[config.mk]
export PLATFORM = sky130hd
export DESIGN_NAME = pp_sched
export DESIGN_NICKNAME = d
export VERILOG_FILES = /design/src/rtl/pp_pkg.sv /design/src/rtl/pp_ifc.sv /design/src/rtl/pp_rr_pick.sv /design/src/rtl/pp_sched.sv
export SDC_FILE = /design/constraint.sdc
export NUM_CORES = 1
export LEC_CHECK = 0
export BUFFER_PORTS_ARGS = -buffer_cell sky130_fd_sc_hd__clkbuf_2
export CAP_MARGIN = 25
export CELL_PAD_IN_SITES_DETAIL_PLACEMENT = 0
export CELL_PAD_IN_SITES_GLOBAL_PLACEMENT = 1
export CORE_ASPECT_RATIO = 0.7
export CORE_MARGIN = 3
export CORE_UTILIZATION = 35
export DETAILED_ROUTE_END_ITERATION = 7
export GPL_ROUTABILITY_DRIVEN = 0
export GPL_TIMING_DRIVEN = 0
export PLACE_DENSITY = 0.93
export SLEW_MARGIN = 20
export SYNTH_ARGS = -nofsm -noshare
export SYNTH_HDL_FRONTEND = slang
export SYNTH_SLANG_ARGS = --single-unit
export TNS_END_PERCENT = 1
[constraint.sdc]
create_clock -name clk -period 8.36 [get_ports clk]
set_clock_uncertainty 0.05 [all_clocks]
set_input_delay 0.418 -clock clk [delete_from_list [all_inputs] [get_ports clk]]
set_output_delay 0.418 -clock clk [all_outputs]
set_load 0.01 [all_outputs]
[src/rtl/pp_pkg.sv]
// Shared widths and types for the pp scheduler and its datapath connection.
package pp_pkg;
  localparam int NUM_SIZE      = 16;
  localparam int CMD_SIZE_LOG2 = 3;
  localparam int CMD_W         = 2 ** CMD_SIZE_LOG2;
  // Tag id field is wide enough for up to 16 requesters.
  localparam int ID_W          = 4;

  typedef enum logic {
    ST_OPEN   = 1'b0,
    ST_LOCKED = 1'b1
  } sched_state_e;

  typedef struct packed {
    logic            valid;
    logic [ID_W-1:0] id;
  } tag_t;
endpackage

[src/rtl/pp_ifc.sv]
// Scheduler <-> pp datapath connection; issue valid stays on the scheduler side.
interface pp_ifc;
  import pp_pkg::*;
  logic [CMD_W-1:0]    cmd;
  logic [NUM_SIZE-1:0] in1;
  logic [NUM_SIZE-1:0] in2;
  logic                out;
  logic [NUM_SIZE-1:0] out1;

  modport dut   (input  cmd, in1, in2, output out, out1);
  modport sched (output cmd, in1, in2, input  out, out1);
endinterface

[src/rtl/pp_rr_pick.sv]
// Round-robin pick: first set req bit at or after ptr, wrapping; one-hot grant.
module pp_rr_pick #(
  parameter int N  = 4,
  parameter int PW = $clog2(N)
) (
  input  logic [N-1:0]  req,
  input  logic [PW-1:0] ptr,
  output logic [N-1:0]  grant
);
  localparam logic [PW:0] LIM = (PW+1)'(N);

  logic [PW:0] pos;
  logic        found;

  always_comb begin
    grant = '0;
    found = 1'b0;
    pos   = '0;
    for (int k = 0; k < N; k++) begin
      pos = {1'b0, ptr} + (PW+1)'(k);
      if (pos >= LIM) pos = pos - LIM;
      if (!found && req[pos[PW-1:0]]) begin
        grant[pos[PW-1:0]] = 1'b1;
        found              = 1'b1;
      end
    end
  end
endmodule

[src/rtl/pp_sched.sv]
// Shares one fixed-latency pp datapath among NUM_REQ requesters with
// round-robin arbitration, burst locking with a stall timeout, and in-order responses.
module pp_sched import pp_pkg::*; #(
  parameter int NUM_REQ      = 4,
  parameter int PP_LATENCY   = 2,
  parameter int LOCK_TIMEOUT = 15
) (
  input  logic                             clk,
  input  logic                             reset,
  input  logic [NUM_REQ-1:0]               req_valid,
  output logic [NUM_REQ-1:0]               req_ready,
  input  logic [NUM_REQ-1:0]               req_last,
  input  logic [NUM_REQ-1:0][CMD_W-1:0]    req_cmd,
  input  logic [NUM_REQ-1:0][NUM_SIZE-1:0] req_in1,
  input  logic [NUM_REQ-1:0][NUM_SIZE-1:0] req_in2,
  output logic                             pp_valid,
  output logic [CMD_W-1:0]                 pp_cmd,
  output logic [NUM_SIZE-1:0]              pp_in1,
  output logic [NUM_SIZE-1:0]              pp_in2,
  input  logic                             pp_out,
  input  logic [NUM_SIZE-1:0]              pp_out1,
  output logic [NUM_REQ-1:0]               rsp_valid,
  output logic                             rsp_out,
  output logic [NUM_SIZE-1:0]              rsp_out1,
  output logic                             lock_err,
  output logic [31:0]                      ops_issued
);
  localparam int PTR_W   = $clog2(NUM_REQ);
  localparam int STALL_W = $clog2(LOCK_TIMEOUT + 1);

  sched_state_e        state;
  logic [PTR_W-1:0]    rr_ptr, owner, acc_id;
  logic [STALL_W-1:0]  stall_cnt;
  logic [NUM_REQ-1:0]  rr_grant;
  logic                accept, acc_last;
  logic [CMD_W-1:0]    acc_cmd;
  logic [NUM_SIZE-1:0] acc_in1, acc_in2;
  // Stage 0 is the issue stage (drives pp_valid); stage PP_LATENCY is tag exit.
  tag_t                tag_pipe [PP_LATENCY:0];
  tag_t                tag_exit;

  pp_ifc dp ();

  assign pp_cmd   = dp.cmd;
  assign pp_in1   = dp.in1;
  assign pp_in2   = dp.in2;
  assign dp.out   = pp_out;
  assign dp.out1  = pp_out1;
  assign pp_valid = tag_pipe[0].valid;
  assign tag_exit = tag_pipe[PP_LATENCY];

  function automatic logic [PTR_W-1:0] wrap_inc(input logic [PTR_W-1:0] v);
    return (v == PTR_W'(NUM_REQ - 1)) ? '0 : v + 1'b1;
  endfunction

  pp_rr_pick #(.N(NUM_REQ), .PW(PTR_W)) u_pick (
    .req   (req_valid),
    .ptr   (rr_ptr),
    .grant (rr_grant)
  );

  always_comb begin
    req_ready = '0;
    if (reset) begin
      if (state == ST_OPEN) req_ready = rr_grant;
      else                  req_ready[owner] = req_valid[owner];
    end
  end

  // req_ready is only ever set where req_valid is, so any ready bit is an acceptance.
  assign accept = |req_ready;

  always_comb begin
    acc_id   = '0;
    acc_last = 1'b0;
    acc_cmd  = '0;
    acc_in1  = '0;
    acc_in2  = '0;
    for (int i = 0; i < NUM_REQ; i++) begin
      if (req_ready[i]) begin
        acc_id   = PTR_W'(i);
        acc_last = req_last[i];
        acc_cmd  = req_cmd[i];
        acc_in1  = req_in1[i];
        acc_in2  = req_in2[i];
      end
    end
  end

  always_ff @(posedge clk) begin
    if (!reset) begin
      state      <= ST_OPEN;
      rr_ptr     <= '0;
      owner      <= '0;
      stall_cnt  <= '0;
      dp.cmd     <= '0;
      dp.in1     <= '0;
      dp.in2     <= '0;
      rsp_valid  <= '0;
      rsp_out    <= 1'b0;
      rsp_out1   <= '0;
      lock_err   <= 1'b0;
      ops_issued <= '0;
      for (int k = 0; k <= PP_LATENCY; k++) tag_pipe[k] <= '0;
    end else begin
      tag_pipe[0] <= '{valid: accept, id: ID_W'(acc_id)};
      for (int k = 1; k <= PP_LATENCY; k++) tag_pipe[k] <= tag_pipe[k-1];

      if (accept) begin
        dp.cmd <= acc_cmd;
        dp.in1 <= acc_in1;
        dp.in2 <= acc_in2;
        if (ops_issued != '1) ops_issued <= ops_issued + 32'd1;
      end

      for (int i = 0; i < NUM_REQ; i++)
        rsp_valid[i] <= tag_exit.valid && (tag_exit.id == ID_W'(i));
      if (tag_exit.valid) begin
        rsp_out  <= dp.out;
        rsp_out1 <= dp.out1;
      end

      case (state)
        ST_OPEN: begin
          if (accept) begin
            rr_ptr    <= wrap_inc(acc_id);
            stall_cnt <= '0;
            if (!acc_last) begin
              state <= ST_LOCKED;
              owner <= acc_id;
            end
          end
        end
        default: begin
          if (accept) begin
            stall_cnt <= '0;
            if (acc_last) state <= ST_OPEN;
          end else if (stall_cnt == STALL_W'(LOCK_TIMEOUT - 1)) begin
            state     <= ST_OPEN;
            lock_err  <= 1'b1;
            rr_ptr    <= wrap_inc(owner);
            stall_cnt <= '0;
          end else begin
            stall_cnt <= stall_cnt + 1'b1;
          end
        end
      endcase
    end
  end
endmodule

### Yosys cells after proc, flatten, opt, wreduce, memory -nomap -nowiden

Memories as Yosys holds them, arrays and structs flattened.
Index checks and enable logic that the tools add are counted.

| storage, ports and cells | value |
|---|---|
| register bits after elaboration | 103 |
| memory bits (writable) | 15 |
| memories kept | 1 |

Memories:

| memory | words | width | read ports | clocked after memory_dff | write ports | RTL line | RTL |
|---|---|---|---|---|---|---|---|
| tag_pipe | 3 | 5 | 3 | 0 | 3 | pp_sched.sv:39 | `tag_t tag_pipe [PP_LATENCY:0];` |

| operators by class | value |
|---|---|
| $add $sub $neg | 11 |
| $lt $le $gt $ge | 14 |
| eq/ne operators | 8 |
| multiplexer cells | 72 |
| bitwise logic cells | 10 |
| reductions and logical operators | 23 |

Operator list:

| operator | number |
|---|---|
| 16-bit 2-to-1 mux | 8 |
| 4-bit 2-to-1 mux | 10 |
| 32-bit by 1-bit adder with 32-bit output, second input constant | 1 |
| 8-bit 2-to-1 mux | 4 |
| 32-bit inequality test, second input constant | 1 |
| 1-bit 2-to-1 mux | 25 |
| 2-bit 2-to-1 mux | 12 |
| 2-bit by 3-bit < comparator with 1-bit output, second input constant | 5 |
| 5-bit 2-to-1 mux | 3 |
| 1-bit logical AND | 12 |
| 4-bit bitwise OR | 3 |
| 1-bit binary-select mux with 2-bit select | 5 |
| 1-bit demux with 2-bit select | 5 |
| 2-bit by 1-bit greater-or-equal comparator with 1-bit output, second input constant | 5 |
| 3-bit greater-or-equal comparator, second input constant | 3 |
| 3-bit AND reduction | 3 |
| 4-bit by 2-bit equality test with 1-bit output, second input constant | 2 |
| 2-bit by 1-bit subtractor with 2-bit output, second input constant | 4 |
| 2-bit by 2-bit adder with 3-bit output, second input constant | 2 |
| 2-bit by 1-bit adder with 2-bit output, second input constant | 2 |
| 4-bit by 1-bit adder with 4-bit output, second input constant | 1 |
| 4-bit bitwise AND | 1 |
| 2-bit equality test, second input constant | 2 |
| 4-bit by 1-bit equality test with 1-bit output, second input constant | 1 |
| other kinds (11) | 18 |

### Logic depth before layout (Yosys ltp)

| depth | value |
|---|---|
| depth in word-level cells | 23 |
| depth in mapped cells | 17 |

### By module

A second synthesis with hierarchy kept.

| unflattened totals | value |
|---|---|
| cell total of the unflattened synthesis | 792 |
| area total of the unflattened synthesis | 6397.4 µm² |

Modules (own cells, without submodules):

| module | times used | cells an instance | area an instance (µm²) | seq. area each (µm²) |
|---|---|---|---|---|
| pp_sched | 1 | 756 | 6059.6 | 2242.2 |
| pp_rr_pick | 1 | 36 | 337.8 | 0.0 |

### Worst setup path before layout

No wires, ideal clock.

| path | value |
|---|---|
| path type | reg-to-reg |
| start point | register rr_ptr[0] |
| end point | register dp.in1[0] (netlist: pp_in1[0]) |
| data arrival time | 3510 ps |
| required time | 8188 ps |
| path slack | 4678 ps |
| stages on the path, launching flop included | 15 |
| path buffers | 4 |
| period minus slack after synthesis | 3682 ps |
| cell sequence | dfxtp_1 -> buf_6 -> clkbuf_1 -> inv_1 -> ha_1 -> buf_6 -> mux2_4 -> and3_1 -> a2111oi_0 -> o221ai_1 -> nor2b_1 -> clkbuf_1 -> a221oi_1 -> nor3_1 -> a221o_1 |

| between the ends | value |
|---|---|
| cells in the longest elaborated chain, start to end | 20 |
| elaborated cells on any way between the ends | 66 |

RTL lines:

| what | RTL line | RTL |
|---|---|---|
| start, declared | pp_sched.sv:32 | `logic [PTR_W-1:0] rr_ptr, owner, acc_id;` |
| start signal, assigned | pp_sched.sv:126 | `rr_ptr <= wrap_inc(acc_id);` |
| start signal, assigned | pp_sched.sv:141 | `rr_ptr <= wrap_inc(owner);` |
| branches (longest 13 deep; another with 2-bit by 1-bit adder with 3-bit output) | - |  |
| 4-bit 2-to-1 mux (*) | pp_rr_pick.sv:22 | `if (!found && req[pos[PW-1:0]]) begin` |
| 4-bit 2-to-1 mux (*) | pp_sched.sv:65 | `if (state == ST_OPEN) req_ready = rr_grant;` |
| 4-bit 2-to-1 mux (*) | pp_sched.sv:64 | `if (reset) begin` |
| named net req_ready[0] | pp_sched.sv:11 | `output logic [NUM_REQ-1:0] req_ready,` |
| 16-bit 2-to-1 mux (4 in series) | pp_sched.sv:80 | `if (req_ready[i]) begin` |
| end signal, assigned | pp_sched.sv:111 | `dp.in1 <= acc_in1;` |
| end, declared | pp_ifc.sv:5 | `logic [NUM_SIZE-1:0] in1;` |

Mark *: on every way through the listed nets, which the timed path passes. The select of a mux whose other input is x is not followed.
A chain may end at the register's enable or synchronous reset.

### Worst setup path after layout

| path | value |
|---|---|
| start point | register rr_ptr[0] |
| end point | output req_ready[3] |

| between the ends | value |
|---|---|
| cells in the longest elaborated chain, start to end | 16 |
| elaborated cells on any way between the ends | 61 |

RTL lines:

| what | RTL line |
|---|---|
| branches (longest 13 deep; another with 2-bit by 1-bit adder with 3-bit output) | - |
| 4-bit 2-to-1 mux (*) | pp_rr_pick.sv:22 |
| 4-bit 2-to-1 mux (*) | pp_sched.sv:65 |
| 4-bit 2-to-1 mux (*) | pp_sched.sv:64 |
| end, declared | pp_sched.sv:11 |

Mark *: on every way between the ends. The select of a mux whose other input is x is not followed.

==> metrics.md <==
| Metric | Value |
|---|---|
| Synth area leader | dfxtp_1 |
| Die width | 158.6 um |
| Pin count of the biggest net entering global routing | 22 |
| Worst-margin pin slew | 865.8 ps |
| Max IR drop VDD | 140.7 uV |
| Yosys top cell area share | 39.30% |
| Ant. Diodes | 0 |
| Worst setup SP type | flip-flop |
| Final hold violations | 0 |
| Synth top cells by count | dfxtp_1 (112), nor2_1 (91), nor3_1 (64), a221o_1 (40), a221oi_1 (40) |
| Post-cts sizing count | 0 |
| Cts bufs inserted | 9 |
| Switching share of total power | 41.59% |
| Detailed placer's ending HPWL | 15,690 um |
| Worst-path clk slew | 80 ps |
| I/O Pins | 286 |
| Most Crowded Layer GR | met1 |
| Total grt overflow | 0 |
| Mapped Area | 5705 um^2 |
| Setup-failing EPs final | 0 |
| H-tree depth | 3 |
| Pint | 1.521 mW |
| Synthesized netlist cell count | 653 |
| DRT antenna net count | 0 |
| WL final | 20,130 um |
| Row count | 38 |
| Total leakage power | 3.504 nW |
| Sequential-to-total area share from yosys stat | 39.30% |
| Hold path startpoint | req_cmd[24] |
| RSZ-0062 raised after global routing | no |
| Clk pwr share | 19.1% |
| Fraction of layout cells with a size suffix above 1 | 35.01% |
| Max FO, Critical Path | 10 |
| Fin worst setup slack | 3728 ps |
| Maxcap violations | 0 |
| Initial antenna violation count | 0 |
| Tmin final | 4632 ps |
| Vias in the first global route | 5,644 |
| CP Data Arrival Time | 4160 ps |
| Max Freq | 0.2159 GHz |
| R2R depth | 14 |
| Root buffer cell | clkbuf_16 |
| Top FF cell, synth | dfxtp_1 |
| Overall Power | 2.603 mW |
| Clk_lat worst skew | 350 ps |
| Max_slew headroom | 41.80% |
| PwrDens | 335.6 nW/um^2 |
| Comb pwr share | 51.5% |
| Post-synth cell types | 55 |
| Worst R2R End | pp_in2[10] |
| Slew Limit Fails | 0 |
| Initial Util | 36.25% |
| Clk sinks | 112 |
| Crit path kind | flip-flop to output port |
| Die Ht | 112.8 um |
| Area Growth Syn to Fin | 35.94% |
| Net Sw Power | 1.083 mW |
| Wire per inst | 17.15 um |
| Synth Area per Inst | 8.737 um^2 |
| Syn Nets | 855 |
| Top-count cell post-synth | dfxtp_1 |
| Initial DRC count | 436 |
| Worst hold endpoint | pp_cmd[0] |
| Met1 Track Usage GR | 31.51% |
| WHS Path Cells | 2 |
| Worst Setup End Kind | output port |
| GRT Resource Usage Total | 20.95% |
| Pre-CTS WS | 3888 ps |
| Grt met3 use | 5.619% |
| Die footprint | 17,890 um^2 |
| Post-synth EDFFs | 0 |
| Outcome | finished clean |
| TritonCTS clock tree | yes |
| Sum of negative setup slack | 0 ps |
| Seq pwr share | 29.4% |
| Async set-reset flop share out of synthesis | 0% |
| DR DRC count | 0 |
| Worst Hold Slack | 236.9 ps |
| Port Buf Inserts | 285 |
| Post-CTS Hold Buffers | 0 |
| Yosys reg bits | 112 |
| Synthesis Warnings | 0 |
| Worst reg2reg setup slack | 3820 ps |
| CTS max path bufs | 2 |
| M2 GR Usage | 30.04% |
| Largest cells by area after synthesis | dfxtp_1 (39%), a221o_1 (7.0%), a221oi_1 (6.1%) |
| Core box area | 15,740 um^2 |
| Hold Path Class | primary input to flip-flop |
| First-pass GRT wire length | 30,150 um |
| 1st-pass router iterations | 5 |
| Vias | 6,248 |
| Critical Path RT | 7890 ps |
| Setup bufs post-CTS | 0 |
| Worst r2r src | rr_ptr[0] |
| DR vias/cell | 5.322 |
| Period Utilization, post-route | 55.41% |
| Nets | 1,151 |
per-layer routing:
| metal | vias up | wire, um |
|---|---|---|
| met5 | - | 0 |
| met1 | 2957 | 9520 |
| li1 | 3015 | - |
| met3 | 19 | 1574 |
| met2 | 257 | 8817 |
| met4 | 0 | 220 |
power groups by stage:
| stage | Combinational [mW] | Clock, mW | Sequential [mW] |
|---|---|---|---|
| 2_1_floorplan | 0.860 | 0 | 0.806 |
| 4_1_cts | 1.33 | 0.510 | 0.761 |
| 3_5_place_dp | 1.33 | 0 | 0.769 |
| 5_1_grt | 1.47 | 0.530 | 0.776 |
| 6_report | 1.34 | 0.496 | 0.765 |
| 3_3_place_gp | 1.32 | 0 | 0.768 |
area by class of cell:
cell class                      count  area, um^2
Clock inverter                      7       123.9
Fill cell                        1593        7981
Timing Repair Buffer              285        1426
Sequential cell                   112        2242
Multi-Input combinational cell    469        3147
Tap cell                          220       275.3
Inverter                           20       80.08
Buffer                             52       236.5
Clock buffer                        9       225.2
critical path: stages, from the launching register on:
cell and delay (ps):
dfxtp_1 450, buf_6 200, clkbuf_1 320, inv_1 210
ha_1 350, buf_6 140, mux2_4 340, mux2i_4 220
a2111oi_1 140, o221ai_2 360, clkbuf_1 410, clkbuf_1 440
clkbuf_2 230
cells by family after synthesis:
kind of cell / Yosys count / synth area share, %
AO/OA/AOI/OAI: 140 / 19.96
XOR/XNOR: 18 / 2.763
flip-flops: 112 / 39.30
buffers and inverters: 72 / 5.548
adder cells (fa/ha/maj): 15 / 3.289
AND/OR/NAND/NOR: 263 / 22.26
multiplexers: 33 / 6.886
flip-flops by register name, indices dropped and copies added, names as in the netlist:
register and cells:
rsp_out 1, pp_cmd 8, lock_err 1, pp_in1 16, owner 2, state 1, rr_ptr 2, ops_issued 32
tag_pipe 9, rsp_valid 4, rsp_out1 16, stall_cnt 4, pp_in2 16
metrics by stage:
step	cell area, um^2	util, %	cells
2_1_floorplan	5705	-	653
3_3_place_gp	7407	47.07	1158
3_5_place_dp	7407	47.07	1158
4_1_cts	7756	49.28	1174
5_1_grt	7756	49.28	1174
6_report	7756	49.28	1174
worst max path at each step:
stage | startpoint | to | slack (ps) | depth (start not counted)
2_1_floorplan | rr_ptr[0] | pp_in1[0] | 4680 | 14
3_3_place_gp | rr_ptr[0] | pp_in2[8] | 3870 | 14
3_5_place_dp | rr_ptr[0] | pp_in1[2] | 3890 | 14
4_1_cts | rr_ptr[0] | req_ready[3] | 3700 | 12
5_1_grt | rr_ptr[0] | req_ready[3] | 3480 | 12
6_report | rr_ptr[0] | req_ready[3] | 3730 | 12
layout by cell type (no fill, tap or decap), types with 16 or more instances in the layout:
cell type | netlist | routed
mux2i_1 | 24 | 24
a221o_1 | 40 | 40
o21ai_0 | 16 | 16
inv_1 | 18 | 18
xnor2_1 | 17 | 17
a21oi_1 | 22 | 22
nor2_1 | 91 | 91
a221oi_1 | 40 | 40
clkbuf_2 | 0 | 285
nand2_1 | 35 | 35
dfxtp_1 | 112 | 112
nor3_1 | 64 | 64
clkbuf_1 | 36 | 36
Power figures use the tool's default switching activity.
